==> src/rtl/hazard_ctrl_if.sv <==
// Pipeline hazard-control signal bundle between the datapath and hazard_ctrl_unit.
// master: the datapath side that drives pipeline state and receives the controls; slave: the hazard unit.
interface hazard_ctrl_if #(
    parameter int REG_W = 5
);
    logic [REG_W-1:0] ifid_rs;
    logic [REG_W-1:0] ifid_rt;
    logic [REG_W-1:0] idex_rs;
    logic [REG_W-1:0] idex_rt;
    logic             idex_memread;
    logic             exmem_regwrite;
    logic             memwb_regwrite;
    logic [REG_W-1:0] exmem_dest;
    logic [REG_W-1:0] memwb_dest;
    logic             branch_taken;
    logic             md_start;
    logic             ifid_md_use;
    logic             pc_write;
    logic             ifid_write;
    logic             idex_bubble;
    logic             ifid_flush;
    logic [1:0]       fwd_a;
    logic [1:0]       fwd_b;
    logic             md_busy;

    modport master (
        output ifid_rs, ifid_rt, idex_rs, idex_rt, idex_memread,
               exmem_regwrite, memwb_regwrite, exmem_dest, memwb_dest,
               branch_taken, md_start, ifid_md_use,
        input  pc_write, ifid_write, idex_bubble, ifid_flush, fwd_a, fwd_b, md_busy
    );

    modport slave (
        input  ifid_rs, ifid_rt, idex_rs, idex_rt, idex_memread,
               exmem_regwrite, memwb_regwrite, exmem_dest, memwb_dest,
               branch_taken, md_start, ifid_md_use,
        output pc_write, ifid_write, idex_bubble, ifid_flush, fwd_a, fwd_b, md_busy
    );
endinterface

==> src/rtl/hazard_ctrl_unit.sv <==
// Hazard control: load-use stall FSM, mult/div busy counter, branch flush and
// EX operand forwarding select. All control outputs are combinational.
module hazard_ctrl_unit #(
    parameter int REG_W          = 5,
    parameter int LOAD_STALL_CYC = 1,
    parameter int MD_LAT         = 4
) (
    input logic          clk,
    input logic          rst,
    hazard_ctrl_if.slave hif
);
    typedef enum logic {
        IDLE,
        LSTALL
    } lstate_t;

    localparam logic [3:0] LCNT_INIT = 4'(LOAD_STALL_CYC - 1);
    localparam logic [5:0] MCNT_INIT = 6'(MD_LAT);

    lstate_t    state;
    lstate_t    state_nxt;
    logic [3:0] lcnt;
    logic [3:0] lcnt_nxt;
    logic [5:0] mcnt;
    logic       luh;
    logic       load_stall;
    logic       md_busy_int;
    logic       stall;

    assign luh = hif.idex_memread && (hif.idex_rt != '0) &&
                 ((hif.idex_rt == hif.ifid_rs) || (hif.idex_rt == hif.ifid_rt));

    assign md_busy_int = (mcnt != '0);

    always_ff @(posedge clk or posedge rst) begin
        if (rst) begin
            state <= IDLE;
            lcnt  <= '0;
        end else begin
            state <= state_nxt;
            lcnt  <= lcnt_nxt;
        end
    end

    always_comb begin
        state_nxt  = state;
        lcnt_nxt   = lcnt;
        load_stall = 1'b0;
        case (state)
            IDLE: begin
                if (luh && !hif.branch_taken) begin
                    load_stall = 1'b1;
                    if (LOAD_STALL_CYC > 1) begin
                        state_nxt = LSTALL;
                        lcnt_nxt  = LCNT_INIT;
                    end
                end
            end
            LSTALL: begin
                load_stall = 1'b1;
                lcnt_nxt   = lcnt - 4'd1;
                if (lcnt == 4'd1) begin
                    state_nxt = IDLE;
                end
            end
            default: begin
                state_nxt = IDLE;
                lcnt_nxt  = '0;
            end
        endcase
        // A taken branch squashes the stalled instruction, so any load stall is abandoned.
        if (hif.branch_taken) begin
            state_nxt = IDLE;
            lcnt_nxt  = '0;
        end
    end

    // A new issue restarts the latency count even if the unit is still busy.
    always_ff @(posedge clk or posedge rst) begin
        if (rst) begin
            mcnt <= '0;
        end else if (hif.md_start) begin
            mcnt <= MCNT_INIT;
        end else if (mcnt != '0) begin
            mcnt <= mcnt - 6'd1;
        end
    end

    assign stall = load_stall || (md_busy_int && hif.ifid_md_use);

    always_comb begin
        hif.pc_write    = 1'b1;
        hif.ifid_write  = 1'b1;
        hif.idex_bubble = 1'b0;
        hif.ifid_flush  = 1'b0;
        hif.md_busy     = md_busy_int;
        if (rst) begin
            hif.pc_write    = 1'b0;
            hif.ifid_write  = 1'b0;
            hif.idex_bubble = 1'b1;
            hif.ifid_flush  = 1'b1;
            hif.md_busy     = 1'b0;
        end else if (hif.branch_taken) begin
            hif.idex_bubble = 1'b1;
            hif.ifid_flush  = 1'b1;
        end else if (stall) begin
            hif.pc_write    = 1'b0;
            hif.ifid_write  = 1'b0;
            hif.idex_bubble = 1'b1;
        end
    end

    // EX/MEM result is younger than MEM/WB, so it wins when both match.
    always_comb begin
        hif.fwd_a = 2'b00;
        hif.fwd_b = 2'b00;
        if (!rst) begin
            if (hif.exmem_regwrite && (hif.exmem_dest != '0) && (hif.exmem_dest == hif.idex_rs)) begin
                hif.fwd_a = 2'b10;
            end else if (hif.memwb_regwrite && (hif.memwb_dest != '0) && (hif.memwb_dest == hif.idex_rs)) begin
                hif.fwd_a = 2'b01;
            end
            if (hif.exmem_regwrite && (hif.exmem_dest != '0) && (hif.exmem_dest == hif.idex_rt)) begin
                hif.fwd_b = 2'b10;
            end else if (hif.memwb_regwrite && (hif.memwb_dest != '0) && (hif.memwb_dest == hif.idex_rt)) begin
                hif.fwd_b = 2'b01;
            end
        end
    end
endmodule

==> src/flat_wrapper.sv <==
// flat-port wrapper written by rule: the top's interface ports become plain ports
module hazard_ctrl_unit_flat 
#(
    parameter int REG_W          = 5,
    parameter int LOAD_STALL_CYC = 1,
    parameter int MD_LAT         = 4
)
  (clk, rst, hif_ifid_rs, hif_ifid_rt, hif_idex_rs, hif_idex_rt, hif_idex_memread, hif_exmem_regwrite, hif_memwb_regwrite, hif_exmem_dest, hif_memwb_dest, hif_branch_taken, hif_md_start, hif_ifid_md_use, hif_pc_write, hif_ifid_write, hif_idex_bubble, hif_ifid_flush, hif_fwd_a, hif_fwd_b, hif_md_busy);
  hazard_ctrl_if #(.REG_W(REG_W)) hif_i ();
  input logic clk;
  input logic rst;
  input wire logic [$bits(hif_i.ifid_rs)-1:0] hif_ifid_rs;
  input wire logic [$bits(hif_i.ifid_rt)-1:0] hif_ifid_rt;
  input wire logic [$bits(hif_i.idex_rs)-1:0] hif_idex_rs;
  input wire logic [$bits(hif_i.idex_rt)-1:0] hif_idex_rt;
  input wire logic [$bits(hif_i.idex_memread)-1:0] hif_idex_memread;
  input wire logic [$bits(hif_i.exmem_regwrite)-1:0] hif_exmem_regwrite;
  input wire logic [$bits(hif_i.memwb_regwrite)-1:0] hif_memwb_regwrite;
  input wire logic [$bits(hif_i.exmem_dest)-1:0] hif_exmem_dest;
  input wire logic [$bits(hif_i.memwb_dest)-1:0] hif_memwb_dest;
  input wire logic [$bits(hif_i.branch_taken)-1:0] hif_branch_taken;
  input wire logic [$bits(hif_i.md_start)-1:0] hif_md_start;
  input wire logic [$bits(hif_i.ifid_md_use)-1:0] hif_ifid_md_use;
  output wire logic [$bits(hif_i.pc_write)-1:0] hif_pc_write;
  output wire logic [$bits(hif_i.ifid_write)-1:0] hif_ifid_write;
  output wire logic [$bits(hif_i.idex_bubble)-1:0] hif_idex_bubble;
  output wire logic [$bits(hif_i.ifid_flush)-1:0] hif_ifid_flush;
  output wire logic [$bits(hif_i.fwd_a)-1:0] hif_fwd_a;
  output wire logic [$bits(hif_i.fwd_b)-1:0] hif_fwd_b;
  output wire logic [$bits(hif_i.md_busy)-1:0] hif_md_busy;
  assign hif_i.ifid_rs = hif_ifid_rs;
  assign hif_i.ifid_rt = hif_ifid_rt;
  assign hif_i.idex_rs = hif_idex_rs;
  assign hif_i.idex_rt = hif_idex_rt;
  assign hif_i.idex_memread = hif_idex_memread;
  assign hif_i.exmem_regwrite = hif_exmem_regwrite;
  assign hif_i.memwb_regwrite = hif_memwb_regwrite;
  assign hif_i.exmem_dest = hif_exmem_dest;
  assign hif_i.memwb_dest = hif_memwb_dest;
  assign hif_i.branch_taken = hif_branch_taken;
  assign hif_i.md_start = hif_md_start;
  assign hif_i.ifid_md_use = hif_ifid_md_use;
  assign hif_pc_write = hif_i.pc_write;
  assign hif_ifid_write = hif_i.ifid_write;
  assign hif_idex_bubble = hif_i.idex_bubble;
  assign hif_ifid_flush = hif_i.ifid_flush;
  assign hif_fwd_a = hif_i.fwd_a;
  assign hif_fwd_b = hif_i.fwd_b;
  assign hif_md_busy = hif_i.md_busy;
  hazard_ctrl_unit #(.REG_W(REG_W), .LOAD_STALL_CYC(LOAD_STALL_CYC), .MD_LAT(MD_LAT)) u_core (.clk(clk), .rst(rst), .hif(hif_i));
endmodule
==> config.mk <==
export PLATFORM = sky130hd
export DESIGN_NAME = hazard_ctrl_unit_flat
export DESIGN_NICKNAME = d
export VERILOG_FILES = /design/src/rtl/hazard_ctrl_if.sv /design/src/rtl/hazard_ctrl_unit.sv /design/src/flat_wrapper.sv
export SDC_FILE = /design/constraint.sdc
export NUM_CORES = 1
export LEC_CHECK = 0
export CAP_MARGIN = 10
export CELL_PAD_IN_SITES_DETAIL_PLACEMENT = 1
export CELL_PAD_IN_SITES_GLOBAL_PLACEMENT = 1
export CORE_AREA = 10 10 75 77
export CTS_CLUSTER_DIAMETER = 200
export DETAILED_ROUTE_END_ITERATION = 8
export DIE_AREA = 0 0 85 87
export GPL_TIMING_DRIVEN = 0
export PLACE_DENSITY = 0.82
export SLEW_MARGIN = 20
export SYNTH_ARGS = -nofsm -noshare
export SYNTH_HDL_FRONTEND = slang
export SYNTH_SLANG_ARGS = --single-unit
==> constraint.sdc <==
create_clock -name clk -period 2.85 [get_ports clk]
set_clock_uncertainty 0.15 [all_clocks]
set_input_delay 0.855 -clock clk [delete_from_list [all_inputs] [get_ports clk]]
set_output_delay 0.855 -clock clk [all_outputs]
set_load 0.1 [all_outputs]
* Word-level counts from Yosys, hierarchy flattened *
Index checks and enable logic that the tools add are counted.
W data, S select, Z words.

word-level totals
  flip-flop bits (word level) = 11
  bits of input ports = 38
  output and inout bits = 9
  word-level logic and storage cells = 56

operators by class
  add/subtract/negate cells = 2
  equal/unequal tests = 7
  multiplexer cells = 24
  bitwise logic cells = 1
  reductions and logical operators = 19

operators with widths
  cell                   number
  $eq A5 B5 Y1           6
  $mux W1                15
  $reduce_bool A5 Y1     3
  $mux W6                2
  $logic_and A1 B1 Y1    10
  $mux W2                4
  $mux W4                2
  $reduce_bool A6 Y1     1
  $sub A6 B1 Y6 const B  1
  $eq A4 B1 Y1 const B   1
  $reduce_bool A2 Y1     2
  $sub A4 B1 Y4 const B  1
  $logic_or A1 B1 Y1     2
  $pmux W1 S2            1
  $logic_not A1 Y1       1
  $not A1 Y1             1

* Logic depth before layout (Yosys ltp) *
  depth in word-level cells = 10
  gate-level depth with buffers = 7
  mapped depth without buffers = 6

* Worst setup path before layout *
Ideal clock, no wire load.

  kind = in2out
  start = in hif_idex_rt[0]
  end = out hif_fwd_b[1]
  arrival = 4166 ps
  required time = 1845 ps
  path slack = -2321 ps
  stages on the path = 4
  buffers on the path = 1
  cells stage by stage = clkbuf_1 > xnor2_1 > nand2_1 > nor4_1

between the ends
  longest elaborated chain between the ends = 4

RTL lines
  element              line                     source
  from (decl)          flat_wrapper.sv:15       input wire logic [$bits(hif_i.idex_rt)-1:0] hif_idex_rt;
  $eq A5 B5 Y1         hazard_ctrl_unit.sv:123  if (hif.exmem_regwrite && (hif.exmem_dest != '0) && (hif.exmem_dest == hif.idex_rt)) begin
  $logic_and A1 B1 Y1  hazard_ctrl_unit.sv:123
  $mux W2              hazard_ctrl_unit.sv:123
  $mux W2              hazard_ctrl_unit.sv:117  if (!rst) begin
  to (decl)            flat_wrapper.sv:29       output wire logic [$bits(hif_i.fwd_b)-1:0] hif_fwd_b;

No other way between the ends.

* Final worst setup path *
  start = in hif_exmem_dest[4]
  end = out hif_fwd_b[0]

between the ends
  longest elaborated chain between the ends = 5
  elaborated cells on any way between the ends = 6
  classes of those cells = eq/ne: 1; mux: 2; reduce/logical: 3

RTL lines
  element                line                     source
  from (decl)            flat_wrapper.sv:19       input wire logic [$bits(hif_i.exmem_dest)-1:0] hif_exmem_dest;
  $reduce_bool A5 Y1     hazard_ctrl_unit.sv:123
  $logic_and A1 B1 Y1    hazard_ctrl_unit.sv:123
  $logic_and A1 B1 Y1 *  hazard_ctrl_unit.sv:123
  $mux W2 *              hazard_ctrl_unit.sv:123
  $mux W2 *              hazard_ctrl_unit.sv:117

Mark *: on every way between the ends. The rest lies on a longest branch, timed or not.

==> impl_results.md <==
* Hold Vio Cnt, Final at 0
* Overall routing resource usage at 0.1003
* Residual DRC at 0
* Critical path class: in -> out
* Worst Hold Slack at between 0.3 and 0.4 ns
* Post-synth ARST share at 1.000
* EDFF count, synth at 0
* Layout Nets at ~220
* Post-Synth XOR/XNOR Area at 0.3014
* Fin area at 1866 um2
* Row count at 24
* Gr ovfl total at 0
* Period utilization at 1.150
* Synth area leaders: dfrtp_1, xor2_1, xnor2_1
* Sink Count at 11
* Root Buffer: clkbuf_8
* Detailed Route Iter0 Violations at 22
* Core Box Area at between 4000 and 5000 um2
* Worst-skew pair later-pin latency at between 0.2 and 0.25 ns
* Slew @ Worst Pin at 0.4931 ns
* Largest area contributor in the netlist: dfrtp_1
* Initial antenna violation count at 1
* Final setup margin at -0.4274 ns
* Minimum clock period at ~3.3 ns
* WP data required at roughly 1.9 ns
* Largest net degree at the start of global routing at 11
* Die ar. at approximately 7400 um2
* Number of synthesized register bits at 11
* First-pass GRT wire length at between 6000 and 7000 um
* Max Cap Viol at 0
* TNS Setup at -2.231 ns
* Cell total after placement at around 220
* CTS tree: built
* Synth warn at 0
* Slew Limit Fails at 0
* Area of the mapped netlist at about 1000 um2
* Placed cell areas at 1608 um2
* Pre-antenna DRT Iters at 4
* Crit path capture type: primary output
* Synth Instances at about 120
* Dpl hpwl at about 2900 um
* Number of H-tree levels at 1
* Dominant cell by count in the synthesized netlist: xor2_1
* Vias in the first global route at between 1000 and 1500
* Post-synthesis area per instance at about 8.5 um2
* Worst hold-check path type: reg -> reg
* Worst-path maximum fanout at 2
* Failing checks: negative setup slack
* CP Launch Type: primary input
* Area delta synth->final at 78.35%
* Final Non-Filler Cells at between 200 and 250
* Die Width at 85 um
* Clk buf depth at 2
* Final Wtd Congestion at roughly 0.74
* Fraction of layout cells with a size suffix above 1 at 0.3389
* Largest family of logic cells by synthesized area: XOR/XNOR gates
* Via/cell ratio at approximately 4.6
* Compound-cell area share of the yosys netlist at 0.09569
* Relative slew slack at 0.6735
* Syn_nets at approximately 170
* Final setup violation count at 7
* Pwr Density at between 400 and 500 nW/um2
* RSZ-0062 raised after global routing: yes
* Distinct cell type count after synthesis at 31
* CP arrival at 2.27 ns
* Simple-gate share of the synthesized area at 0.2237
* # port buffers at 40
* VDD IR-drop max at between 0.2 and 0.3 mV
* Total leakage power at about 0.77 nW
* Per-cell routed wire length at roughly 16 um
* Fmax at 305.1 MHz
* Sequential-to-total area share from yosys stat at 0.2632
* Vias at 1070
* Initial Utilization at 0.2470
* Clk pin slew, worst setup/hold paths at ~0.050 ns
* Post-synth top flop: dfrtp_1
* CTS Buf Count at 3
* Synth cell count leaders: xor2_1, nor2_1, xnor2_1, dfrtp_1
* Die height at 87 um
* Synth top area share at 0.2632
* Synthesized-area fraction occupied by adder cells at 0.04785
* Top Ports at 47
* Status: complete, but fails checks
* Routed WL at between 3000 and 4000 um
* DRT antenna net count at 0
* Post-synthesis mux area share at 0.009569
-- cell families after synthesis --
kind of cell / after synthesis
mux: 1
compound gates: 13
buf+inv: 15
simple gates: 43
fa+ha+maj: 4
xor+xnor: 36
flops: 11
-- layer usage --
layer | GRT usage | wire length [um] | vias to the layer above
met3 | 0.02060 | 211 | 6
met4 | 0.02395 | 63 | 0
li1 | - | - | 529
met5 | 0 | 0 | -
met1 | 0.1040 | 1457 | 504
met2 | 0.1982 | 2068 | 31
-- power by group --
group / internal, mW / switching, mW
logic: 0.190 / 0.259
clock network: 0.0983 / 0.0611
registers: 0.192 / 0.0329
-- worst paths after layout --
kind | depth (start not counted) | to | slack (ns) | from
max | 6 | hif_fwd_b[0] | -0.43 | hif_exmem_dest[4]
max in group asynchronous | 4 | u_core.state | 1.70 | rst
max reg2reg | 4 | u_core.mcnt[0] | 1.22 | u_core.mcnt[2]
min reg2reg | 2 | u_core.mcnt[5] | 0.39 | u_core.mcnt[5]
min in group asynchronous | 4 | u_core.lcnt[0] | 0.65 | rst
min | 2 | u_core.mcnt[5] | 0.39 | u_core.mcnt[5]
-- final cells by class --
cell class                      count  area, um2
Multi-Input combinational cell     97      844.6
Fill cell                         472       2369
Antenna cell                        1      2.502
Buffer                              7      100.1
Inverter                            8      33.78
Timing Repair Buffer               53      499.2
Sequential cell                    11      275.3
Clock buffer                        4      45.04
Tap cell                           52      65.06
-- state kept, by name (all words and copies together) (netlist names) --
name / count
u_core.state: 1
u_core.mcnt: 6
u_core.lcnt: 4
-- metrics by stage --
stage	setup WS (ns)	util	power (mW)
after CTS	-0.4318	0.4261	0.8239
after global placement	-2.134	0.3797	0.6305
after detailed placement	-2.134	0.3797	0.6467
after global routing	-0.4816	0.4406	0.8963
final	-0.4274	0.4406	0.8338
after floorplan	-1.034	-	0.5165
-- worst max-delay path, stage by stage --
cell and delay [ns]:
buf_8 0.10, or4_4 0.54, o21ai_4 0.18, nor3_4 0.06, nor4_4 0.28, buf_6 0.26
-- cells in the final DEF (no fill, tap or decap), types with 4 or more instances in the layout --
cell,instances
dfrtp_1,11
clkbuf_8,5
ha_1,4
dlygate4sd2_1,17
buf_4,13
buf_2,4
buf_6,6
inv_1,7
xor2_1,20
nor2_1,14
clkdlybuf4s15_1,5
nor3_1,4
xnor2_1,15
-- what timing repair did --
action / in CTS / in global routing
setup buffers: 10 / 3
pin swaps: 28 / 7
hold buffers: 0 / 0
resized for setup: 137 / 11
setup endpoints to repair: 9 / 8
Power figures use the tool's default switching activity.
